File: src/rtl/noc_output_link_scheduler_pkg.sv
// Shared types and defaults for the router output-link scheduler.
package noc_output_link_scheduler_pkg;

    localparam int Noc_VC_Channel   = 4;
    localparam int Noc_link_credits = 4;

    typedef enum logic {
        SCHED_IDLE,
        SCHED_LOCKED
    } noc_sched_state_e;

endpackage

File: src/rtl/noc_output_link_scheduler_if.sv
// VC FIFO / link-side signal bundle between the port control and the scheduler.
interface noc_output_link_scheduler_if
    import noc_output_link_scheduler_pkg::*;
#(
    parameter int CHANNELS = Noc_VC_Channel,
    parameter int CW       = $clog2(Noc_link_credits + 1)
);

    logic [CHANNELS-1:0]    vc_valid;
    logic [CHANNELS-1:0]    vc_sop;
    logic [CHANNELS-1:0]    vc_eop;
    logic [CHANNELS-1:0]    credit_return;
    logic [CHANNELS-1:0]    vc_pop;
    logic                   link_valid;
    logic [CHANNELS-1:0]    link_vc;
    logic [CHANNELS*CW-1:0] credit_count;
    logic                   locked;
    logic                   proto_err;

    modport master (
        output vc_valid, vc_sop, vc_eop, credit_return,
        input  vc_pop, link_valid, link_vc, credit_count, locked, proto_err
    );

    modport slave (
        input  vc_valid, vc_sop, vc_eop, credit_return,
        output vc_pop, link_valid, link_vc, credit_count, locked, proto_err
    );

endinterface

File: src/rtl/noc_output_link_scheduler_credit_counter.sv
// Per-VC downstream credit counter; saturates at CREDITS and flags an excess return.
module noc_output_link_scheduler_credit_counter
    import noc_output_link_scheduler_pkg::*;
#(
    parameter int CREDITS = Noc_link_credits,
    parameter int CW      = $clog2(CREDITS + 1)
) (
    input  logic          noc_clk,
    input  logic          noc_rst_n,
    input  logic          dec_i,
    input  logic          inc_i,
    output logic [CW-1:0] count_o,
    output logic          nonzero_o,
    output logic          overflow_err_o
);

    localparam logic [CW-1:0] FULL = CW'(CREDITS);

    logic [CW-1:0] count_q;
    logic [CW-1:0] count_d;

    always_comb begin
        count_d        = count_q;
        overflow_err_o = 1'b0;
        if (inc_i && !dec_i) begin
            if (count_q == FULL) begin
                overflow_err_o = 1'b1;
            end else begin
                count_d = count_q + CW'(1);
            end
        end else if (dec_i && !inc_i) begin
            count_d = count_q - CW'(1);
        end
    end

    always_ff @(posedge noc_clk or negedge noc_rst_n) begin
        if (!noc_rst_n) begin
            count_q <= FULL;
        end else begin
            count_q <= count_d;
        end
    end

    assign count_o   = count_q;
    assign nonzero_o = (count_q != '0);

endmodule

File: src/rtl/noc_output_link_scheduler.sv
// Packet-granular output-link scheduler: credit tracking, head-to-tail VC lock,
// and round-robin selection between VCs at packet boundaries.
module noc_output_link_scheduler
    import noc_output_link_scheduler_pkg::*;
#(
    parameter  int CHANNELS = Noc_VC_Channel,
    parameter  int CREDITS  = Noc_link_credits,
    localparam int CW       = $clog2(CREDITS + 1)
) (
    input  logic                         noc_clk,
    input  logic                         noc_rst_n,
    noc_output_link_scheduler_if.slave   bus
);

    function automatic logic [CHANNELS-1:0] rotate1(input logic [CHANNELS-1:0] v);
        logic [CHANNELS-1:0] r;
        r = '0;
        for (int i = 0; i < CHANNELS; i++) begin
            r[(i + 1) % CHANNELS] = v[i];
        end
        return r;
    endfunction

    // First request at or after the one-hot pointer, scanning a doubled vector to wrap.
    function automatic logic [CHANNELS-1:0] rr_pick(input logic [CHANNELS-1:0] req,
                                                    input logic [CHANNELS-1:0] ptr);
        logic [2*CHANNELS-1:0] dbl;
        logic [CHANNELS-1:0]   grant;
        logic                  found;
        int                    base;
        dbl   = {req, req};
        grant = '0;
        found = 1'b0;
        base  = 0;
        for (int i = 0; i < CHANNELS; i++) begin
            if (ptr[i]) base = i;
        end
        for (int i = 0; i < 2 * CHANNELS; i++) begin
            if (!found && i >= base && dbl[i]) begin
                grant[i % CHANNELS] = 1'b1;
                found               = 1'b1;
            end
        end
        return grant;
    endfunction

    noc_sched_state_e           state_q, state_d;
    logic [CHANNELS-1:0]        owner_q, owner_d;
    logic [CHANNELS-1:0]        rr_q, rr_d;
    logic [CHANNELS-1:0]        pop;
    logic [CHANNELS-1:0]        cand;
    logic [CHANNELS-1:0]        eligible;
    logic [CHANNELS-1:0]        nonzero;
    logic [CHANNELS-1:0]        ovf;
    logic [CHANNELS-1:0][CW-1:0] count;
    logic                       proto_err_d;
    logic                       link_valid_q;
    logic [CHANNELS-1:0]        link_vc_q;
    logic                       locked_q;
    logic                       proto_err_q;

    for (genvar g = 0; g < CHANNELS; g++) begin : g_credit
        noc_output_link_scheduler_credit_counter #(
            .CREDITS (CREDITS),
            .CW      (CW)
        ) u_cnt (
            .noc_clk        (noc_clk),
            .noc_rst_n      (noc_rst_n),
            .dec_i          (pop[g]),
            .inc_i          (bus.credit_return[g]),
            .count_o        (count[g]),
            .nonzero_o      (nonzero[g]),
            .overflow_err_o (ovf[g])
        );
    end

    assign eligible = bus.vc_valid & nonzero;

    always_comb begin
        state_d     = state_q;
        owner_d     = owner_q;
        rr_d        = rr_q;
        pop         = '0;
        cand        = eligible & bus.vc_sop;
        proto_err_d = |ovf;
        case (state_q)
            SCHED_IDLE: begin
                pop = rr_pick(cand, rr_q);
                // A non-head flit at a FIFO head outside a packet is a framing error.
                if (|(bus.vc_valid & ~bus.vc_sop)) proto_err_d = 1'b1;
                if (|pop) begin
                    if (|(pop & bus.vc_eop)) begin
                        rr_d = rotate1(pop);
                    end else begin
                        state_d = SCHED_LOCKED;
                        owner_d = pop;
                    end
                end
            end
            SCHED_LOCKED: begin
                pop = owner_q & eligible;
                if (|pop) begin
                    if (|(pop & bus.vc_sop)) proto_err_d = 1'b1;
                    if (|(pop & bus.vc_eop)) begin
                        state_d = SCHED_IDLE;
                        rr_d    = rotate1(owner_q);
                    end
                end
            end
            default: state_d = SCHED_IDLE;
        endcase
    end

    always_ff @(posedge noc_clk or negedge noc_rst_n) begin
        if (!noc_rst_n) begin
            state_q      <= SCHED_IDLE;
            owner_q      <= '0;
            rr_q         <= CHANNELS'(1);
            link_valid_q <= 1'b0;
            link_vc_q    <= '0;
            locked_q     <= 1'b0;
            proto_err_q  <= 1'b0;
        end else begin
            state_q      <= state_d;
            owner_q      <= owner_d;
            rr_q         <= rr_d;
            link_valid_q <= |pop;
            link_vc_q    <= pop;
            locked_q     <= (state_d == SCHED_LOCKED);
            proto_err_q  <= proto_err_d;
        end
    end

    assign bus.vc_pop       = pop;
    assign bus.link_valid   = link_valid_q;
    assign bus.link_vc      = link_vc_q;
    assign bus.credit_count = count;
    assign bus.locked       = locked_q;
    assign bus.proto_err    = proto_err_q;

endmodule
File: src/flat_wrapper.sv
// flat-port wrapper written by rule: the top's interface ports become plain ports
module noc_output_link_scheduler_flat import noc_output_link_scheduler_pkg::*;
#(
    parameter  int CHANNELS = Noc_VC_Channel,
    parameter  int CREDITS  = Noc_link_credits,
    localparam int CW       = $clog2(CREDITS + 1)
)
  (noc_clk, noc_rst_n, bus_vc_valid, bus_vc_sop, bus_vc_eop, bus_credit_return, bus_vc_pop, bus_link_valid, bus_link_vc, bus_credit_count, bus_locked, bus_proto_err);
  noc_output_link_scheduler_if #(.CHANNELS(CHANNELS)) bus_i ();
  input  logic noc_clk;
  input  logic noc_rst_n;
  input wire logic [$bits(bus_i.vc_valid)-1:0] bus_vc_valid;
  input wire logic [$bits(bus_i.vc_sop)-1:0] bus_vc_sop;
  input wire logic [$bits(bus_i.vc_eop)-1:0] bus_vc_eop;
  input wire logic [$bits(bus_i.credit_return)-1:0] bus_credit_return;
  output wire logic [$bits(bus_i.vc_pop)-1:0] bus_vc_pop;
  output wire logic [$bits(bus_i.link_valid)-1:0] bus_link_valid;
  output wire logic [$bits(bus_i.link_vc)-1:0] bus_link_vc;
  output wire logic [$bits(bus_i.credit_count)-1:0] bus_credit_count;
  output wire logic [$bits(bus_i.locked)-1:0] bus_locked;
  output wire logic [$bits(bus_i.proto_err)-1:0] bus_proto_err;
  assign bus_i.vc_valid = bus_vc_valid;
  assign bus_i.vc_sop = bus_vc_sop;
  assign bus_i.vc_eop = bus_vc_eop;
  assign bus_i.credit_return = bus_credit_return;
  assign bus_vc_pop = bus_i.vc_pop;
  assign bus_link_valid = bus_i.link_valid;
  assign bus_link_vc = bus_i.link_vc;
  assign bus_credit_count = bus_i.credit_count;
  assign bus_locked = bus_i.locked;
  assign bus_proto_err = bus_i.proto_err;
  noc_output_link_scheduler #(.CHANNELS(CHANNELS), .CREDITS(CREDITS)) u_core (.noc_clk(noc_clk), .noc_rst_n(noc_rst_n), .bus(bus_i));
endmodule
File: config.mk
export PLATFORM = sky130hd
export DESIGN_NAME = noc_output_link_scheduler_flat
export DESIGN_NICKNAME = d
export VERILOG_FILES = /design/src/rtl/noc_output_link_scheduler_pkg.sv /design/src/rtl/noc_output_link_scheduler_if.sv /design/src/rtl/noc_output_link_scheduler_credit_counter.sv /design/src/rtl/noc_output_link_scheduler.sv /design/src/flat_wrapper.sv
export SDC_FILE = /design/constraint.sdc
export NUM_CORES = 1
export LEC_CHECK = 0
export ABC_AREA = 1
export BUFFER_PORTS_ARGS = -buffer_cell sky130_fd_sc_hd__buf_2
export CAP_MARGIN = 20
export CORE_MARGIN = 2
export CORE_UTILIZATION = 50
export CTS_BUF_LIST = sky130_fd_sc_hd__clkbuf_16
export CTS_CLUSTER_SIZE = 20
export DETAILED_ROUTE_END_ITERATION = 6
export PLACE_DENSITY = 0.85
export SETUP_SLACK_MARGIN = 0.3
export SYNTH_ARGS = -nofsm -noshare
export SYNTH_HDL_FRONTEND = slang
export SYNTH_HIERARCHICAL = 1
export SYNTH_SLANG_ARGS = --single-unit
File: constraint.sdc
create_clock -name noc_clk -period 3.9 [get_ports noc_clk]
set_input_delay 0.39 -clock noc_clk [delete_from_list [all_inputs] [get_ports noc_clk]]
set_output_delay 0.39 -clock noc_clk [all_outputs]
set_load 0.05 [all_outputs]
==> impl_metrics.csv, run 1 <==
group,metric,value,unit
drt,vias,1866,
critical_path,critPathMaxFanout,5,
logic_synthesis,synth_warnings,6,
sta,final_max_slew_viol_count,0,
critical_path,worstSetupStartpointType,"flop",
drt,route.antenna.remaining_nets,0,
logic_synthesis,cell_taking_the_most_area_after_synthesis,"sky130_fd_sc_hd__dfrtp_1",
sta,max_freq,367,MHz
global_route,antenna_found_initial,0,
floorplanning,start_util,52.9,%
clocking,num_cts_buffers,3,
job,drv.max_cap_violation_count,0,
clocking,ctsRootBufferMaster,"sky130_fd_sc_hd__clkbuf_16",
logic_synthesis,synth-seq-cells,26,
clocking,cts.reportedPaths.clkPinSlew,0.07,ns
logic_synthesis,synth_top_cells_by_area,"sky130_fd_sc_hd__dfrtp_1, sky130_fd_sc_hd__nand2_1, sky130_fd_sc_hd__inv_1",
logic_synthesis,syn-num-nets,288,
global_route,grt_usage,23.1,%
drt,via_per_inst,5.21,
clocking,post_cts_resize_count,0,
critical_path,rrSetupSlack,1.17,ns
sta,final_hold_viol_count,0,
placement,dpl.cell_count,354,
sta,tightestPinTransition,0.553,ns
sta,rsz0062_at_grt,"no",
placement,detailed_place_hpwl,3740,um
global_route,pin_count_of_the_biggest_net_entering_global_routing,27,
clocking,post_cts_hold_buffer_count,0,
logic_synthesis,synth.yosys.seq_area_share,33.1,%
finish,layout_cells_sized_above_1,35.2,%
drt,drt_drc_violations_left,0,
clocking,cts_post_setup_buffers_inserted,0,
sta,skew,0.00546,ns
critical_path,crit-reg2reg-capture,"u_core/g_credit[1].u_cnt/count_o[2]",
floorplanning,floorplan.die.width,66.9,um
critical_path,critPathCaptureType,"flop",
critical_path,ff2ff_path_depth,18,
critical_path,worst_r2r_startpoint,"u_core/g_credit[2].u_cnt/count_o[2]",
sta,hold-worst-slack,0.121,ns
sta,max_slew_headroom_at_the_worst_pin,62.7,%
drt,routed_wirelength,4620,um
power,cellLeakagePower,1.32,nW
floorplanning,die_area,0.00448,sq mm
drt,drt_iter0_markers,100,
clocking,cts_num_sinks,26,
finish,filler_instances,336,
finish,finalNonFillerCells,358,
floorplanning,fp.dieH,66.9,um
placement,gpl.final_weighted_congestion,0.973,
run_status,status,"completed",
logic_synthesis,syn_inst,266,
logic_synthesis,post-synth-top-area-fraction,27.8,%
finish,nNetsFinal,333,
floorplanning,floorplan.rows,22,
finish,total_inserted_antenna_cells,0,
sta,number_of_failing_setup_endpoints_in_the_final_timing_report,0,
placement,io_buffer_count,40,
clocking,tritoncts,"yes",
sta,setup_total_negative_slack,0,ns
global_route,first_global_vias,1886,
logic_synthesis,mappedNetlistArea,0.00198,sq mm
clocking,clock_tree.htree_level_count,1,
logic_synthesis,number_of_distinct_library_cell_variants_in_the_gate_level_netlist_after_synthesis,27,
drt,dr.pass1.iters,4,
floorplanning,fp.coreArea,0.00374,sq mm
worst_hold_path,min_path_type,"in2async",
power,powerDensity,965,mW/mm^2
power,vdd.ir_drop.worst,0.000527,V
finish,syn_to_final_growth,18.5,%
critical_path,setup.worst_path.class,"reg2reg",
global_route,grt_first_pass_wirelength,7920,um
global_route,overflow,0,
clocking,worst_skew_pair.late_latency,0.26,ns
sta,timing.final.crit_share,69.9,%
critical_path,crit_required,4.10,ns
critical_path,critPathArrivalTime,2.93,ns
floorplanning,io-pin-count,41,
logic_synthesis,postSynthAreaPerCell,7.44,sq um
drt,route.detailed.wl_per_inst,12.9,um
clocking,clk_path_buf_depth,2,
sta,final_critical_path_required_period,2.73,ns
==> Yosys cell counts <==
cell / count
sky130_fd_sc_hd__a21oi_1: 1
sky130_fd_sc_hd__nor2_2: 11
sky130_fd_sc_hd__nand2_1: 83
sky130_fd_sc_hd__nor4_1: 1
sky130_fd_sc_hd__nand2_4: 7
sky130_fd_sc_hd__o21ai_1: 5
sky130_fd_sc_hd__clkinv_2: 1
sky130_fd_sc_hd__inv_2: 11
sky130_fd_sc_hd__nand4_2: 3
sky130_fd_sc_hd__nor2_1: 17
sky130_fd_sc_hd__nand3_1: 21
sky130_fd_sc_hd__nand3_2: 4
sky130_fd_sc_hd__nand4_1: 3
sky130_fd_sc_hd__nor2_4: 1
sky130_fd_sc_hd__o2111ai_1: 1
sky130_fd_sc_hd__a21oi_2: 5
sky130_fd_sc_hd__o21ai_0: 5
sky130_fd_sc_hd__nand3_4: 6
sky130_fd_sc_hd__clkinv_4: 1
sky130_fd_sc_hd__o22ai_1: 2
sky130_fd_sc_hd__nor2_8: 1
sky130_fd_sc_hd__nand2_2: 10
sky130_fd_sc_hd__a22oi_1: 1
sky130_fd_sc_hd__dfrtp_1: 22
sky130_fd_sc_hd__inv_1: 35
sky130_fd_sc_hd__dfstp_2: 4
sky130_fd_sc_hd__fa_1: 4
==> metrics by stage <==
step	utilization [%]	setup slack (ns)	total power, mW	area (sq um)
2_1_floorplan	-	0.481	1.66	1980
3_3_place_gp	59.8	1.28	1.92	2240
3_5_place_dp	59.8	1.22	1.96	2240
4_1_cts	62.6	1.17	2.27	2340
5_1_grt	62.6	0.957	2.44	2340
6_report	62.6	1.17	2.26	2340
==> registers in the layout (all words and copies together), names as in the netlist <==
name	flops
u_core/bus.link_valid	1
u_core/bus.link_vc	4
u_core/bus.locked	1
u_core/bus.proto_err	1
u_core/g_credit.u_cnt/count_o	12
u_core/owner_q	4
u_core/rr_q	3
==> cell usage in the layout, fill, tap and decap left out <==
cell type	count
sky130_fd_sc_hd__nand2_1	83
sky130_fd_sc_hd__buf_2	40
sky130_fd_sc_hd__inv_1	35
sky130_fd_sc_hd__dfrtp_1	22
sky130_fd_sc_hd__nand3_1	21
sky130_fd_sc_hd__nor2_1	17
sky130_fd_sc_hd__inv_2	11
sky130_fd_sc_hd__nor2_2	11
sky130_fd_sc_hd__nand2_2	10
sky130_fd_sc_hd__nand2_4	7
sky130_fd_sc_hd__nand3_4	6
sky130_fd_sc_hd__o21ai_1	5
sky130_fd_sc_hd__o21ai_0	5
sky130_fd_sc_hd__a21oi_2	5
sky130_fd_sc_hd__nand3_2	4
sky130_fd_sc_hd__fa_1	4
sky130_fd_sc_hd__dfstp_2	4
sky130_fd_sc_hd__clkbuf_16	3
sky130_fd_sc_hd__nand4_2	3
sky130_fd_sc_hd__nand4_1	3
sky130_fd_sc_hd__o22ai_1	2
sky130_fd_sc_hd__bufinv_16	1
sky130_fd_sc_hd__clkinv_2	1
sky130_fd_sc_hd__nor2_8	1
sky130_fd_sc_hd__nor4_1	1
sky130_fd_sc_hd__a21oi_1	1
sky130_fd_sc_hd__a22oi_1	1
sky130_fd_sc_hd__o2111ai_1	1
sky130_fd_sc_hd__clkinv_4	1
sky130_fd_sc_hd__nor2_4	1
==> worst max-delay path by stage <==
stage	from	to	slack, ns	cells past startpoint
floorplan	u_core/g_credit[0].u_cnt/count_o[0]	u_core/g_credit[0].u_cnt/count_o[1]	0.48	11
global placement	u_core/g_credit[2].u_cnt/count_o[2]	u_core/g_credit[0].u_cnt/count_o[2]	1.28	17
detailed placement	u_core/g_credit[2].u_cnt/count_o[2]	u_core/g_credit[0].u_cnt/count_o[2]	1.22	17
CTS	u_core/g_credit[0].u_cnt/count_o[0]	bus_vc_pop[2]	1.17	12
global route	u_core/g_credit[2].u_cnt/count_o[2]	u_core/g_credit[0].u_cnt/count_o[2]	0.96	17
finish	u_core/g_credit[2].u_cnt/count_o[2]	u_core/g_credit[1].u_cnt/count_o[2]	1.17	18
==> metal layers <==
metal	track usage [%]	vias up	share of wire (%)
li1	-	922	-
met1	26.7	876	42
met2	43.1	62	51
met3	4.90	6	6.1
met4	5.10	0	0.87
met5	0	-	0
==> kinds of logic after synthesis <==
family	synth area share, %
buffers and inverters	9.42
AO/OA/AOI/OAI	6.45
flip-flops	33.1
adder cells (fa/ha/maj)	4.05
AND/OR/NAND/NOR	47.0
==> report_power, final <==
part / internal, mW / total (mW) / switching (mW)
clock: 0.204 / 0.297 / 0.0925
sequential: 0.411 / 0.538 / 0.127
combinational: 0.384 / 1.43 / 1.04
==> cell type report <==
type / instances / area, sq um / area share, %
clock buffer: 3 / 75.1 / 3.20
clock inverter: 1 / 30.0 / 1.28
inverter: 48 / 186 / 7.95
multi-input combinational: 192 / 1140 / 48.5
sequential: 26 / 656 / 28.0
tap: 48 / 60.1 / 2.56
timing repair buffer: 40 / 200 / 8.54
==> critical path, cell delays in order (launching register included) <==
cell	delay [ns]
sky130_fd_sc_hd__dfstp_2	0.58
sky130_fd_sc_hd__inv_1	0.06
sky130_fd_sc_hd__nand3_1	0.18
sky130_fd_sc_hd__nand4_2	0.24
sky130_fd_sc_hd__nand4_2	0.20
sky130_fd_sc_hd__nor2_2	0.06
sky130_fd_sc_hd__nand2_2	0.07
sky130_fd_sc_hd__nand2_4	0.07
sky130_fd_sc_hd__nand2_1	0.08
sky130_fd_sc_hd__nand2_1	0.11
sky130_fd_sc_hd__inv_2	0.10
sky130_fd_sc_hd__nand2_2	0.09
sky130_fd_sc_hd__fa_1	0.39
sky130_fd_sc_hd__inv_1	0.09
sky130_fd_sc_hd__nor2_2	0.04
sky130_fd_sc_hd__nand2_1	0.08
sky130_fd_sc_hd__nand3_1	0.10
sky130_fd_sc_hd__nand2_1	0.08
sky130_fd_sc_hd__inv_1	0.04
Note: power is estimated with default switching activity, not from simulation.
==> run 2, diff against run 1 <==
Settings changed: ABC_AREA 1 to 0.
Clock period 3.9 ns to 2.7 ns, I/O delays scaled along.
==> run 2 against run 1 <==
  * The run now ends with negative setup slack left
  * Sequential power rose by 53%
  * Count of clock-buffer cells in the layout did not move
  * Critical path depth down 5
  * Fmax decreased by 2.4%
  * Critical endpoint is now u_core/g_credit[3].u_cnt/count_o[1]
  * Sequential share of layout area down 7.1 points
  * Setup slack worse by 1.3 ns
==> impl_metrics.csv, run 2 <==
group,metric,value,unit
sta,tightestPinTransition,0.619,ns
floorplanning,floorplan.rows,22,
drt,routed_wl_met2,4290,um
run_status,failing_checks,"negative setup slack",
drt,maxUsedRoutingLayer,"met4",
sta,max_freq,358,MHz
drt,dr.pass1.iters,5,
drt,detailroute.wirelength.met3,717,um
logic_synthesis,synth-main-ff-cell,"sky130_fd_sc_hd__dfrtp_1",
placement,detailed_place_hpwl,3400,um
sta,final_critical_path_required_period,2.79,ns
critical_path,critPathArrivalTime,2.97,ns
finish,layout_cells_sized_above_1,66.8,%
global_route,pin_count_of_the_biggest_net_entering_global_routing,27,
logic_synthesis,synth-seq-cells,26,
logic_synthesis,synth_top_family_by_area,"simple AND/OR/NAND/NOR gates",
clocking,post_cts_hold_buffer_count,0,
logic_synthesis,synth_warnings,6,
finish,total_inserted_antenna_cells,0,
critical_path,critical_path.max_stage_delay,0.63,ns
clocking,tritoncts,"yes",
critical_path,crit_required,2.87,ns
logic_synthesis,yosys.cell_count.top_type,"sky130_fd_sc_hd__dfrtp_1",
floorplanning,io-pin-count,41,
drt,routed_wirelength,9000,um
finish,layout.cells.most_common,"sky130_fd_sc_hd__buf_4",
clocking,clk_path_buf_depth,2,
critical_path,ff2ff_path_depth,13,
drt,route.antenna.remaining_nets,0,
critical_path,rrSetupSlack,-0.09,ns
critical_path,critical_path_depth,13,
logic_synthesis,synth-adder-area-share,4.26,%
logic_synthesis,synth_mux_area_share,7.52,%
placement,io_buffer_count,40,
critical_path,critPathCaptureType,"flop",
logic_synthesis,postSynthAreaPerCell,9.30,sq um
floorplanning,start_util,51.7,%
critical_path,critPathMaxFanout,3,
logic_synthesis,post_synth_and_or_nand_nor_area_fraction,27.0,%
worst_hold_path,min_path_type,"in2async",
floorplanning,fp.dieH,65.3,um
power,powerDensity,1390,mW/mm^2
sta,number_of_failing_setup_endpoints_in_the_final_timing_report,9,
critical_path,worstSetupStartpointType,"flop",
logic_synthesis,synth-edff-count,0,
clocking,clock_tree.htree_level_count,1,
logic_synthesis,synth.yosys.seq_area_share,34.9,%
floorplanning,fp.coreArea,0.00363,sq mm
floorplanning,floorplan.die.width,65.3,um
global_route,grt_first_pass_wirelength,10500,um
logic_synthesis,synth_top_cells_by_area,"sky130_fd_sc_hd__dfrtp_1, sky130_fd_sc_hd__dfstp_2, sky130_fd_sc_hd__fa_1",
critical_path,worst_r2r_startpoint,"u_core/g_credit[2].u_cnt/count_o[2]",
critical_path,cpMostUsedCell,"sky130_fd_sc_hd__inv_2",
drt,drt_iter0_markers,259,
sta,final_hold_viol_count,0,
critical_path,crit_slowest_cell,"sky130_fd_sc_hd__dfstp_4",
sta,setup_ws,-0.0939,ns
logic_synthesis,post-synth-top-area-fraction,29.3,%
sta,setup_total_negative_slack,-0.428,ns
drt,wl_met1,3440,um
clocking,ctsRootBufferMaster,"sky130_fd_sc_hd__clkbuf_16",
critical_path,critical_path.cell_chain,"inv_2 > nand2_2 > nand4b_1 > buf_4 > buf_6 > o31ai_4 > nor3_4 > mux2_4 > nor2b_4 > inv_2 > fa_2 > mux2i_1 > o22ai_1",
global_route,grt_usage,32.5,%
job,drv.max_cap_violation_count,0,
clocking,cts_num_sinks,26,
finish,syn_to_final_growth,73.8,%
logic_synthesis,cell_taking_the_most_area_after_synthesis,"sky130_fd_sc_hd__dfrtp_1",
sta,skew,0.00134,ns
sta,timing.final.crit_share,103,%
logic_synthesis,syn-num-nets,224,
clocking,worst_skew_pair.late_latency,0.27,ns
clocking,cts.reportedPaths.clkPinSlew,0.07,ns
logic_synthesis,asyncSetResetFlopFracSynth,100,%
drt,vias,2385,
placement,pre_cts_ws,-0.0325,ns
clocking,num_cts_buffers,3,
finish,filler_instances,142,
critical_path,setup.worst_path.class,"reg2reg",
sta,hold-worst-slack,0.00796,ns
sta,final_max_slew_viol_count,0,
sta,max_slew_headroom_at_the_worst_pin,58.7,%
critical_path,crit-reg2reg-capture,"u_core/g_credit[3].u_cnt/count_o[1]",
power,vdd.ir_drop.worst,0.000934,V
drt,via_per_inst,6.66,
global_route,overflow,0,
finish,final_core_util,89.9,%
global_route,first_global_vias,2163,
logic_synthesis,synth-compound-area-share,18.2,%
finish,nNetsFinal,333,
floorplanning,die_area,0.00426,sq mm
logic_synthesis,number_of_distinct_library_cell_variants_in_the_gate_level_netlist_after_synthesis,46,
global_route,antenna_found_initial,0,
drt,route.detailed.wl_per_inst,25.2,um
sta,rsz0062_at_grt,"yes",
drt,drt_drc_violations_left,0,
run_status,status,"finished with violations",
finish,largest_register_ff_count,12,
finish,most-common-layout-cells,"sky130_fd_sc_hd__buf_4, sky130_fd_sc_hd__buf_2, sky130_fd_sc_hd__buf_6, sky130_fd_sc_hd__dfrtp_1, sky130_fd_sc_hd__nand2_1",
critical_path,worstPathBufferInverterCount,4,
placement,gpl.final_weighted_congestion,0.906,
power,cellLeakagePower,1.48,nW
critical_path,critical_path.top_delay_family,"flip-flops",
logic_synthesis,syn_inst,202,
logic_synthesis,yosys-top-cells-count,"sky130_fd_sc_hd__dfrtp_1, sky130_fd_sc_hd__inv_1, sky130_fd_sc_hd__nand2_1, sky130_fd_sc_hd__nor2_1, sky130_fd_sc_hd__o22ai_1",
logic_synthesis,synth_xor_area_share,1.86,%
logic_synthesis,mappedNetlistArea,0.00188,sq mm
run 2: changes by cell type after synthesis, moves of 6 or more:
cell                       change
sky130_fd_sc_hd__o22ai_1       +9
sky130_fd_sc_hd__inv_2        -11
sky130_fd_sc_hd__nand2_2      -10
sky130_fd_sc_hd__nor2_2       -11
sky130_fd_sc_hd__inv_1        -17
sky130_fd_sc_hd__nand3_4       -6
sky130_fd_sc_hd__nand2_1      -65
sky130_fd_sc_hd__nand2_4       -7
sky130_fd_sc_hd__nand3_1      -17
sky130_fd_sc_hd__mux2_1        +6
sky130_fd_sc_hd__a211oi_1      +8
run 2: final cells by class:
type	instances	area, sq um	area share [%]
tap	48	60.1	1.84
multi-input combinational	153	1520	46.5
inverter	18	72.6	2.22
clock inverter	1	30.0	0.920
clock buffer	3	75.1	2.30
sequential	26	682	20.9
timing repair buffer	109	828	25.4
run 2: power by group:
| group | leakage [nW] | switching (mW) | internal [mW] |
|---|---|---|---|
| Clock | 0.0511 | 0.151 | 0.296 |
| Sequential | 0.313 | 0.208 | 0.616 |
| Combinational | 1.12 | 1.93 | 1.34 |
run 2: kinds of logic after synthesis:
kind of cell | count (synthesis)
and+or+nand+nor | 80
AOI/OAI and AO/OA | 52
DFF | 26
buffers and inverters | 23
muxes | 13
xor gates and xnor gates | 4
adders and majority gates | 4
run 2: worst max path at each step:
stage / startpoint / endpoint
2_1_floorplan: u_core/g_credit[2].u_cnt/count_o[1] / u_core/g_credit[1].u_cnt/count_o[2]
3_3_place_gp: u_core/g_credit[3].u_cnt/count_o[2] / u_core/g_credit[2].u_cnt/count_o[2]
3_5_place_dp: u_core/g_credit[2].u_cnt/count_o[2] / u_core/g_credit[1].u_cnt/count_o[2]
4_1_cts: u_core/g_credit[1].u_cnt/count_o[2] / u_core/g_credit[3].u_cnt/count_o[2]
5_1_grt: u_core/g_credit[1].u_cnt/count_o[2] / u_core/g_credit[3].u_cnt/count_o[1]
6_report: u_core/g_credit[2].u_cnt/count_o[2] / u_core/g_credit[3].u_cnt/count_o[1]
run 2: metrics by stage:
step	cell area (sq um)	power [mW]	instances
floorplan	2000	2.36	202
global placement	2280	2.75	294
detailed placement	2280	2.80	294
CTS	2840	3.69	336
global route	3270	4.65	358
finish	3270	4.54	358
run 2: per-layer routing:
layer  GRT usage [%]  vias up
met1            38.3     1185
met4            17.2        0
met5               0        -
met2            55.7      192
met3            6.51       58
li1                -      950
run 2: worst reg2reg max path, stage by stage (launching register included):
cell and delay (ns):
sky130_fd_sc_hd__dfstp_4 0.63, sky130_fd_sc_hd__inv_2 0.07, sky130_fd_sc_hd__nand2_2 0.09, sky130_fd_sc_hd__nand4b_1 0.12, sky130_fd_sc_hd__buf_4 0.17, sky130_fd_sc_hd__buf_6 0.13, sky130_fd_sc_hd__o31ai_4 0.08, sky130_fd_sc_hd__nor3_4 0.07
sky130_fd_sc_hd__mux2_4 0.30, sky130_fd_sc_hd__nor2b_4 0.15, sky130_fd_sc_hd__inv_2 0.06, sky130_fd_sc_hd__fa_2 0.54, sky130_fd_sc_hd__mux2i_1 0.09, sky130_fd_sc_hd__o22ai_1 0.20
run 2: timing repair:
item / in CTS / in global routing
setup buffers: 38 / 22
endpoints found under the setup margin: 19 / 23
resized for setup: 34 / 58
pin swaps: 23 / 32
